File: src/rtl/adding_pkg.sv
// Shared types and constants for the adding-machine control unit.
// Opcodes are IR[7:6]; the control word bundles every datapath strobe.
package adding_pkg;

  localparam logic [1:0] OP_LDA = 2'b00;
  localparam logic [1:0] OP_STA = 2'b01;
  localparam logic [1:0] OP_ADD = 2'b10;
  localparam logic [1:0] OP_JMP = 2'b11;

  typedef enum logic [3:0] {
    StRst,
    StIdle,
    StFetch,
    StDecode,
    StLda,
    StSta,
    StAdd,
    StJmp,
    StErr
  } ctrl_state_t;

  typedef struct packed {
    logic load_ir;
    logic load_acc;
    logic sel_alu;
    logic sel_bus;
    logic pass_add;
    logic ld_pc;
    logic clr_pc;
    logic inc_pc;
    logic ir_on_adr;
    logic pc_on_adr;
    logic rd_mem;
    logic wr_mem;
    logic acc_on_dbus;
    logic instr_done;
    logic bus_error;
  } ctrl_word_t;

  localparam ctrl_word_t CTRL_IDLE = '0;

  // States that hold a memory request open and may wait on mem_ready.
  function automatic logic is_mem_state(ctrl_state_t s);
    return (s == StFetch) || (s == StLda) || (s == StSta);
  endfunction

endpackage

File: src/rtl/adding_controller_if.sv
// Controller <-> datapath/memory signal bundle. The controller is the master:
// it receives opcode, ready and run, and drives every strobe.
interface adding_controller_if;
  logic [1:0] ir_opcode;
  logic       mem_ready;
  logic       run;
  logic       load_IR;
  logic       load_acc;
  logic       sel_alu;
  logic       sel_bus;
  logic       pass_add;
  logic       ld_pc;
  logic       clr_pc;
  logic       inc_pc;
  logic       ir_on_adr;
  logic       pc_on_adr;
  logic       rd_mem;
  logic       wr_mem;
  logic       acc_on_dbus;
  logic       instr_done;
  logic       bus_error;

  modport master (
    input  ir_opcode, mem_ready, run,
    output load_IR, load_acc, sel_alu, sel_bus, pass_add, ld_pc, clr_pc, inc_pc,
           ir_on_adr, pc_on_adr, rd_mem, wr_mem, acc_on_dbus, instr_done, bus_error
  );

  modport slave (
    output ir_opcode, mem_ready, run,
    input  load_IR, load_acc, sel_alu, sel_bus, pass_add, ld_pc, clr_pc, inc_pc,
           ir_on_adr, pc_on_adr, rd_mem, wr_mem, acc_on_dbus, instr_done, bus_error
  );
endinterface

File: src/rtl/mem_wait_timer.sv
// Wait-state counter for a pending memory request; flags when the request has
// waited TIMEOUT-1 cycles so the controller can trap on this cycle's no-ready.
module mem_wait_timer #(
  parameter int unsigned CNT_W   = 8,
  parameter int unsigned TIMEOUT = 16
) (
  input  logic clock,
  input  logic reset,
  input  logic clr,
  input  logic en,
  output logic timeout
);

  logic [CNT_W-1:0] cnt_q;

  assign timeout = (cnt_q == CNT_W'(TIMEOUT - 1));

  always_ff @(posedge clock) begin
    if (reset) begin
      cnt_q <= '0;
    end else if (clr) begin
      cnt_q <= '0;
    end else if (en && !timeout) begin
      cnt_q <= cnt_q + 1'b1;
    end
  end

endmodule

File: src/rtl/adding_controller.sv
// Fetch/decode/execute sequencer for the 4-instruction adding machine.
// Strobes are decoded from state and mem_ready; reset forces them all low.
module adding_controller
  import adding_pkg::*;
#(
  parameter int unsigned TIMEOUT = 16,
  parameter int unsigned CNT_W   = 8
) (
  input logic                 clock,
  input logic                 reset,
  adding_controller_if.master bus
);

  ctrl_state_t state_q, state_d;
  ctrl_word_t  ctrl;
  logic        timeout;
  logic        tmr_clr;
  logic        tmr_en;

  // Any state change counts as a fresh entry, so the wait count restarts.
  assign tmr_clr = (state_d != state_q);
  assign tmr_en  = is_mem_state(state_q) && !bus.mem_ready;

  mem_wait_timer #(
    .CNT_W  (CNT_W),
    .TIMEOUT(TIMEOUT)
  ) u_timer (
    .clock  (clock),
    .reset  (reset),
    .clr    (tmr_clr),
    .en     (tmr_en),
    .timeout(timeout)
  );

  always_comb begin
    state_d = state_q;
    ctrl    = CTRL_IDLE;
    unique case (state_q)
      StRst: begin
        ctrl.clr_pc = 1'b1;
        state_d     = StIdle;
      end
      StIdle: begin
        if (bus.run) state_d = StFetch;
      end
      StFetch: begin
        ctrl.pc_on_adr = 1'b1;
        ctrl.rd_mem    = 1'b1;
        if (bus.mem_ready) begin
          ctrl.load_ir = 1'b1;
          ctrl.inc_pc  = 1'b1;
          state_d      = StDecode;
        end else if (timeout) begin
          state_d = StErr;
        end
      end
      StDecode: begin
        unique case (bus.ir_opcode)
          OP_LDA:  state_d = StLda;
          OP_STA:  state_d = StSta;
          OP_ADD:  state_d = StAdd;
          default: state_d = StJmp;
        endcase
      end
      StLda: begin
        ctrl.ir_on_adr = 1'b1;
        ctrl.rd_mem    = 1'b1;
        if (bus.mem_ready) begin
          ctrl.sel_bus    = 1'b1;
          ctrl.load_acc   = 1'b1;
          ctrl.instr_done = 1'b1;
          state_d         = bus.run ? StFetch : StIdle;
        end else if (timeout) begin
          state_d = StErr;
        end
      end
      StSta: begin
        ctrl.ir_on_adr   = 1'b1;
        ctrl.wr_mem      = 1'b1;
        ctrl.acc_on_dbus = 1'b1;
        if (bus.mem_ready) begin
          ctrl.instr_done = 1'b1;
          state_d         = bus.run ? StFetch : StIdle;
        end else if (timeout) begin
          state_d = StErr;
        end
      end
      StAdd: begin
        ctrl.sel_alu    = 1'b1;
        ctrl.pass_add   = 1'b1;
        ctrl.load_acc   = 1'b1;
        ctrl.instr_done = 1'b1;
        state_d         = bus.run ? StFetch : StIdle;
      end
      StJmp: begin
        ctrl.ld_pc      = 1'b1;
        ctrl.instr_done = 1'b1;
        state_d         = bus.run ? StFetch : StIdle;
      end
      StErr: begin
        ctrl.bus_error = 1'b1;
      end
      default: begin
        state_d = StErr;
      end
    endcase
    // No partial IR/acc load or stray request while reset is held.
    if (reset) ctrl = CTRL_IDLE;
  end

  always_ff @(posedge clock) begin
    if (reset) begin
      state_q <= StRst;
    end else begin
      state_q <= state_d;
    end
  end

  assign bus.load_IR     = ctrl.load_ir;
  assign bus.load_acc    = ctrl.load_acc;
  assign bus.sel_alu     = ctrl.sel_alu;
  assign bus.sel_bus     = ctrl.sel_bus;
  assign bus.pass_add    = ctrl.pass_add;
  assign bus.ld_pc       = ctrl.ld_pc;
  assign bus.clr_pc      = ctrl.clr_pc;
  assign bus.inc_pc      = ctrl.inc_pc;
  assign bus.ir_on_adr   = ctrl.ir_on_adr;
  assign bus.pc_on_adr   = ctrl.pc_on_adr;
  assign bus.rd_mem      = ctrl.rd_mem;
  assign bus.wr_mem      = ctrl.wr_mem;
  assign bus.acc_on_dbus = ctrl.acc_on_dbus;
  assign bus.instr_done  = ctrl.instr_done;
  assign bus.bus_error   = ctrl.bus_error;

endmodule
File: src/flat_wrapper.sv
// flat-port wrapper written by rule: the top's interface ports become plain ports
module adding_controller_flat import adding_pkg::*;
#(
  parameter int unsigned TIMEOUT = 16,
  parameter int unsigned CNT_W   = 8
)
  (clock, reset, bus_ir_opcode, bus_mem_ready, bus_run, bus_load_IR, bus_load_acc, bus_sel_alu, bus_sel_bus, bus_pass_add, bus_ld_pc, bus_clr_pc, bus_inc_pc, bus_ir_on_adr, bus_pc_on_adr, bus_rd_mem, bus_wr_mem, bus_acc_on_dbus, bus_instr_done, bus_bus_error);
  adding_controller_if bus_i ();
  input logic clock;
  input logic reset;
  input wire logic [$bits(bus_i.ir_opcode)-1:0] bus_ir_opcode;
  input wire logic [$bits(bus_i.mem_ready)-1:0] bus_mem_ready;
  input wire logic [$bits(bus_i.run)-1:0] bus_run;
  output wire logic [$bits(bus_i.load_IR)-1:0] bus_load_IR;
  output wire logic [$bits(bus_i.load_acc)-1:0] bus_load_acc;
  output wire logic [$bits(bus_i.sel_alu)-1:0] bus_sel_alu;
  output wire logic [$bits(bus_i.sel_bus)-1:0] bus_sel_bus;
  output wire logic [$bits(bus_i.pass_add)-1:0] bus_pass_add;
  output wire logic [$bits(bus_i.ld_pc)-1:0] bus_ld_pc;
  output wire logic [$bits(bus_i.clr_pc)-1:0] bus_clr_pc;
  output wire logic [$bits(bus_i.inc_pc)-1:0] bus_inc_pc;
  output wire logic [$bits(bus_i.ir_on_adr)-1:0] bus_ir_on_adr;
  output wire logic [$bits(bus_i.pc_on_adr)-1:0] bus_pc_on_adr;
  output wire logic [$bits(bus_i.rd_mem)-1:0] bus_rd_mem;
  output wire logic [$bits(bus_i.wr_mem)-1:0] bus_wr_mem;
  output wire logic [$bits(bus_i.acc_on_dbus)-1:0] bus_acc_on_dbus;
  output wire logic [$bits(bus_i.instr_done)-1:0] bus_instr_done;
  output wire logic [$bits(bus_i.bus_error)-1:0] bus_bus_error;
  assign bus_i.ir_opcode = bus_ir_opcode;
  assign bus_i.mem_ready = bus_mem_ready;
  assign bus_i.run = bus_run;
  assign bus_load_IR = bus_i.load_IR;
  assign bus_load_acc = bus_i.load_acc;
  assign bus_sel_alu = bus_i.sel_alu;
  assign bus_sel_bus = bus_i.sel_bus;
  assign bus_pass_add = bus_i.pass_add;
  assign bus_ld_pc = bus_i.ld_pc;
  assign bus_clr_pc = bus_i.clr_pc;
  assign bus_inc_pc = bus_i.inc_pc;
  assign bus_ir_on_adr = bus_i.ir_on_adr;
  assign bus_pc_on_adr = bus_i.pc_on_adr;
  assign bus_rd_mem = bus_i.rd_mem;
  assign bus_wr_mem = bus_i.wr_mem;
  assign bus_acc_on_dbus = bus_i.acc_on_dbus;
  assign bus_instr_done = bus_i.instr_done;
  assign bus_bus_error = bus_i.bus_error;
  adding_controller #(.TIMEOUT(TIMEOUT), .CNT_W(CNT_W)) u_core (.clock(clock), .reset(reset), .bus(bus_i));
endmodule
File: config.mk
export PLATFORM = sky130hd
export DESIGN_NAME = adding_controller_flat
export DESIGN_NICKNAME = d
export VERILOG_FILES = /design/src/rtl/adding_pkg.sv /design/src/rtl/adding_controller_if.sv /design/src/rtl/mem_wait_timer.sv /design/src/rtl/adding_controller.sv /design/src/flat_wrapper.sv
export SDC_FILE = /design/constraint.sdc
export NUM_CORES = 1
export LEC_CHECK = 0
export CAP_MARGIN = 30
export CORE_MARGIN = 3
export CORE_UTILIZATION = 44
export DETAILED_ROUTE_END_ITERATION = 6
export GPL_ROUTABILITY_DRIVEN = 0
export GPL_TIMING_DRIVEN = 0
export MAX_ROUTING_LAYER = met4
export PLACE_DENSITY = 0.75
export SETUP_SLACK_MARGIN = 0.4
export SLEW_MARGIN = 20
export SYNTH_ARGS = -nofsm -noshare
export SYNTH_HDL_FRONTEND = slang
export SYNTH_SLANG_ARGS = --single-unit
File: constraint.sdc
create_clock -name clock -period 2.2 [get_ports clock]
set_input_delay 0.44 -clock clock [delete_from_list [all_inputs] [get_ports clock]]
set_output_delay 0.44 -clock clock [all_outputs]
set_load 0.005 [all_outputs]
# [Word-level counts from Yosys, hierarchy flattened]
# Index checks and enable logic that the tools add are counted.
[totals] register_bits=12 in_bits=6 output_inout_bits=15 elab_cells=48
[classes] n_addsub=1 n_eq_ne=12 muxes=21 n_reduce_logical=12
[op_table] cell="4-bit one-hot mux with 7 select lines" count=1
[op_table] cell="4-bit by 3-bit == test with 1-bit output (second input constant)" count=4
[op_table] cell="4-bit two-way mux" count=4
[op_table] cell="15-bit two-way mux" count=1
[op_table] cell="1-bit two-way mux" count=10
[op_table] cell="8-bit by 1-bit adder with 8-bit output (second input constant)" count=1
[op_table] cell="4-bit by 2-bit == test with 1-bit output (second input constant)" count=2
[op_table] cell="8-bit by 4-bit == test with 1-bit output (second input constant)" count=1
[op_table] cell="2-bit OR reduction" count=4
[op_table] cell="2-bit one-hot mux with 3 select lines" count=1
[op_table] cell="4-bit by 1-bit == test with 1-bit output (second input constant)" count=1
[op_table] cell="4-bit == test (second input constant)" count=1
[op_table] cell="4-bit logical NOT" count=1
[op_table] cell="2-bit two-way mux" count=2
[op_table] cell="4-bit != test" count=1
[op_table] cell="1-bit one-hot mux with 2 select lines" count=2
[op_table] cell="2-bit by 1-bit == test with 1-bit output (second input constant)" count=1
[op_table] cell="2-bit == test (second input constant)" count=1
[op_table] cell="1-bit logical AND" count=2
[op_table] cell="1-bit logical NOT" count=2
[op_table] cell="2-bit logical NOT" count=1
[op_table] cell="1-bit logical OR" count=2

# [Logic depth before layout (Yosys ltp)]
[logic_depth] word_depth=6 mapped_depth=6 ltp_nobuf=6

# [Modules after synthesis]
# Synthesis repeated with hierarchy kept, for this count alone.
[unflattened] cells_unflattened=123 area_unflattened_um2=983.4
[modules_own_cells] module="adding_controller" n_inst=1 cells_each=72 area_per_inst_um2=504.2 seq_area_each_um2=80.1
[modules_own_cells] module="mem_wait_timer" n_inst=1 cells_each=51 area_per_inst_um2=479.2 seq_area_each_um2=160.2

# [Worst setup path after synthesis]
# Ideal clock, no wire load.
[synth_timing] kind="register to register" startpoint="register u_core.u_timer.cnt_q[6]" endpoint="register u_core.u_timer.cnt_q[4]" setup_time_ps=86 arrival_time_ps=1994 required_time_ps=2114 path_slack_ps=121 stages_incl_launch_ff=6 synth_period_minus_slack_ps=2079 cell_sequence="dfxtp_1 or4_4 o32a_1 or2_1 a221o_2 a211oi_1"
[synth_via] elab_chain_cells=6 elab_cells_between_ends=9 classes_between="2 x eq/ne; 4 x mux; 3 x reduce/logical"
[synth_rtl] element="from (decl)" line="mem_wait_timer.sv:14" rtl="logic [CNT_W-1:0] cnt_q;"
[synth_rtl] element="from (signal assigned)" line="mem_wait_timer.sv:24" rtl="cnt_q <= cnt_q + 1'b1;"
[synth_rtl] element="8-bit by 4-bit == test with 1-bit output *" line="mem_wait_timer.sv:16" rtl="assign timeout = (cnt_q == CNT_W'(TIMEOUT - 1));"
[synth_rtl] element="4-bit two-way mux" line="adding_controller.sv:53, adding_controller.sv:73, adding_controller.sv:84"
[synth_rtl] element="4-bit two-way mux (on tied branches)" line="adding_controller.sv:81, adding_controller.sv:49"
[synth_rtl] element="4-bit one-hot mux with 7 select lines" line="adding_controller.sv:38" rtl="unique case (state_q)"
[synth_rtl] element="4-bit != test" line="adding_controller.sv:21" rtl="assign tmr_clr = (state_d != state_q);"
[synth_rtl] element="2-bit OR reduction (no source line)"
# Mark *: on every way between the ends. The rest lies on a longest branch, timed or not.
# A chain may end at the register's enable or synchronous reset.

# [Worst setup path after layout]
[layout_timing] startpoint="register u_core.u_timer.cnt_q[0]" endpoint="register u_core.u_timer.cnt_q[6]"
[layout_via] elab_chain_cells=6 elab_cells_between_ends=10 classes_between="1 x add/sub; 2 x eq/ne; 4 x mux; 3 x reduce/logical"
[layout_rtl] element="8-bit by 4-bit == test with 1-bit output" line="mem_wait_timer.sv:16"
[layout_rtl] element="4-bit two-way mux" line="adding_controller.sv:53, adding_controller.sv:73, adding_controller.sv:84"
[layout_rtl] element="4-bit two-way mux (on tied branches)" line="adding_controller.sv:81, adding_controller.sv:49"
[layout_rtl] element="4-bit one-hot mux with 7 select lines" line="adding_controller.sv:38"
[layout_rtl] element="4-bit != test" line="adding_controller.sv:21"
[layout_rtl] element="2-bit OR reduction (no source line)"
# Parallel ways exist; a longest one is shown, timed or not.

==> impl_metrics.csv <==
group,metric,value,unit
floorplanning,die_width,51.2,µm
power_and_ir_drop,intPower,429,µW
cts,htree_levels,1,
yosys,syn-mean-instance-area,7.31,µm²
timing,final.min_clock_period,2160,ps
setup_path,path_class,"reg -> reg",
timing,period_share,98.1,%
yosys,yosys_most_used_dff,"dfxtp_1",
setup_path,worst-r2r-setup-slack,40,ps
timing,whs,545,ps
setup_path,r2r-start,"u_core.u_timer.cnt_q[0]",
drt,vias_per_cell,6.27,
floorplanning,start_util,49.4,%
place,dp_hpwl,1.75,mm
power_and_ir_drop,power_density,387,nW/µm²
power_and_ir_drop,clkPwrFrac,27.8,%
timing,relSlewSlack,66.1,%
layout,syn2layout_area_growth,79.1,%
timing,rsz0062_at_grt,"yes",
place,placed_area,1140,µm²
layout,fin_cells,202,
floorplanning,floorplan.die_area,2620,µm²
worst_hold_path,hold_path_end,"u_core.state_q[2]",
yosys,synthCells,123,
timing,final-hold-violation-count,0,
global_route,antenna_found_initial,0,
power_and_ir_drop,pwr-share-seq,36.7,%
power_and_ir_drop,power.switching,195,µW
setup_path,crit_buf_inv,0,
layout,final_nets,185,
power_and_ir_drop,total_power,624,µW
setup_path,r2r-end,"u_core.u_timer.cnt_q[6]",
setup_path,crit_chain,"ha_1 > nand3_2 > o32a_1 > or2_1 > a221o_2 > nor3_1",
drt,ant_nets,0,
setup_path,arrival,2350,ps
cts,cts_buffers,3,
layout,fin_util,88.5,%
global_route,grt_pass1_vias,1050,
cts,clk_path_buf_depth,2,
place,port_buffers,20,
global_route,grt_max_degree,11,
timing,max_freq,0.463,GHz
worst_hold_path,hold_path.class,"in -> reg",
timing,worstMarginPinSlew,503,ps
yosys,yosys_warnings,0,
cts,clk_transition_reported_paths,80,ps
yosys,ys_seq_elements,12,
setup_path,required,2390,ps
setup_path,start_kind,"flip-flop",
yosys,synth_area,900,µm²
floorplanning,num_rows,15,
global_route,grtUsageTotal,25.3,%
timing,report.final.slew_viol_count,0,
cts,tritoncts,"built",
global_route,grt_pass1_wl,4.93,mm
worst_hold_path,min_from,"reset",
floorplanning,io_pins,21,
drt,post_drt_wl_per_cell,19.0,µm
cts,clkLatencyLatePin,270,ps
power_and_ir_drop,irDropWorstVdd,0.456,mV
place,dp.cells,168,
yosys,synth.distinct_cells,38,
layout,num_antenna_cells,0,
yosys,ys_async_sr_fraction,0,%
power_and_ir_drop,p_leak,0.668,nW
worst_hold_path,hold_depth,2,
place,dp_worst_setup_slack,-413,ps
setup_path,worst_path_dominant_cell_family,"compound AO/OA/AOI/OAI gates",
drt,wl,3.84,mm
cts,cts_root_buf,"clkbuf_4",
cts,clock_sinks,12,
timing,worst_slack,42.2,ps
setup_path,cp_slowest_stage_delay,450,ps
setup_path,cp-startpoint,"u_core.u_timer.cnt_q[0]",
drt,drt_iter0_drc,82,
timing,setup_viol,0,
setup_path,cp_slowest_cell,"a221o_2",
timing,fin_worst_skew,7.63,ps
timing,fin_tns_setup,0,ps
yosys,syn-num-nets,130,
power_and_ir_drop,combPwrFrac,35.5,%
status,status,"completed",
drt,drc,0,
floorplanning,core_area,1820,µm²
power_and_ir_drop,p_sw_share,31.2,%
global_route,overflow,0,
setup_path,crit_fanout,8,
flow_run,max_cap_viol_count,0,
layout,fin_area,1610,µm²
layout,drive_gt1_share,53.7,%
setup_path,crit_path_end_kind,"flip-flop",
yosys,synth_edf_count,0,
floorplanning,die_h,51.2,µm
setup_path,ff2ff_path_depth,6,
yosys,ys_seq_area_share,26.7,%
drt,vias,1266,
drt,drtPass1Iterations,4,
==> sequential cells by signal, summed over array words and instances (netlist names) <==
| register | count |
|---|---|
| u_core.u_timer.cnt_q | 8 |
| u_core.state_q | 4 |
==> cell usage in the layout, fill, tap and decap left out, drive strengths merged, types with 2 or more instances in the layout <==
cell type,n
inv,5
nand2,9
a311oi,2
and3,2
o21ba,2
a21oi,5
xnor2,5
mux2i,3
o211ai,2
buf,46
a211oi,4
clkdlybuf4s50,3
dfxtp,12
clkbuf,11
nor3b,2
o21ai,4
nand3,3
nand2b,3
or4,2
dlygate4sd2,2
nor3,16
nor2,16
==> how the worst max path moves through the flow <==
stage,slack (ps),end,cells past startpoint
floorplan,240,u_core.u_timer.cnt_q[4],5
global placement,-360,bus_sel_alu,6
detailed placement,-410,bus_sel_alu,6
CTS,110,bus_pc_on_adr,5
global route,-90,u_core.u_timer.cnt_q[6],6
finish,40,u_core.u_timer.cnt_q[6],6
==> power by group through the flow <==
stage	Clock [mW]	Sequential, mW	Combinational (mW)
5_1_grt	0.188	0.229	0.233
3_3_place_gp	0	0.231	0.128
3_5_place_dp	0	0.231	0.131
4_1_cts	0.177	0.227	0.176
6_report	0.174	0.229	0.222
2_1_floorplan	0	0.230	0.0883
==> layout make-up <==
class / count / area [µm²]
fill: 83 / 209
timing repair buffer: 50 / 398
clock buffer: 4 / 36.3
buffer: 9 / 126
tap: 25 / 31.3
sequential: 12 / 251
multi-input combinational: 97 / 747
inverter: 5 / 21.3
==> timing repair <==
action | in CTS | in global routing
setup endpoints to repair | 23 | 24
resized for setup | 83 | 46
pin swaps | 4 | 11
hold buffers | 0 | 0
buffers inserted | 13 | 17
==> synth_stat cells, types with 2 or more instances <==
master	instances	area share, %
nand3_1	3	1.7
and3_1	2	1.4
clkbuf_1	6	2.5
xnor2_1	5	4.9
mux2i_1	3	3.3
o21ai_0	4	2.2
a311oi_1	2	1.9
a21oi_1	5	2.8
nor3_1	16	8.9
nand2b_1	3	2.1
o211ai_1	2	1.7
buf_4	3	2.5
inv_1	5	2.1
o21ba_2	2	2.2
dfxtp_1	12	27
nor3b_1	2	1.7
a211oi_1	4	3.3
nand2_1	9	3.8
nor2_1	16	6.7
==> routing by layer <==
| layer | vias to the layer above | global-route usage, % | wire length (µm) |
|---|---|---|---|
| met2 | 101 | 41.8 | 1820 |
| met1 | 574 | 32.0 | 1430 |
| met5 | - | - | 0 |
| li1 | 555 | - | - |
| met3 | 36 | 5.83 | 364 |
| met4 | 0 | 4.37 | 224 |
==> logic make-up (layout without fill, tap and decap cells) <==
logic type,after synthesis,count (layout),synth area share [%]
xor+xnor,6,6,5.84
flops,12,12,26.7
fa+ha+maj,1,1,1.39
mux,3,3,3.34
buf+inv,14,68,7.09
compound gates,25,25,20.2
simple gates,62,62,35.5
No activity file was read; power rests on OpenSTA's default activity.
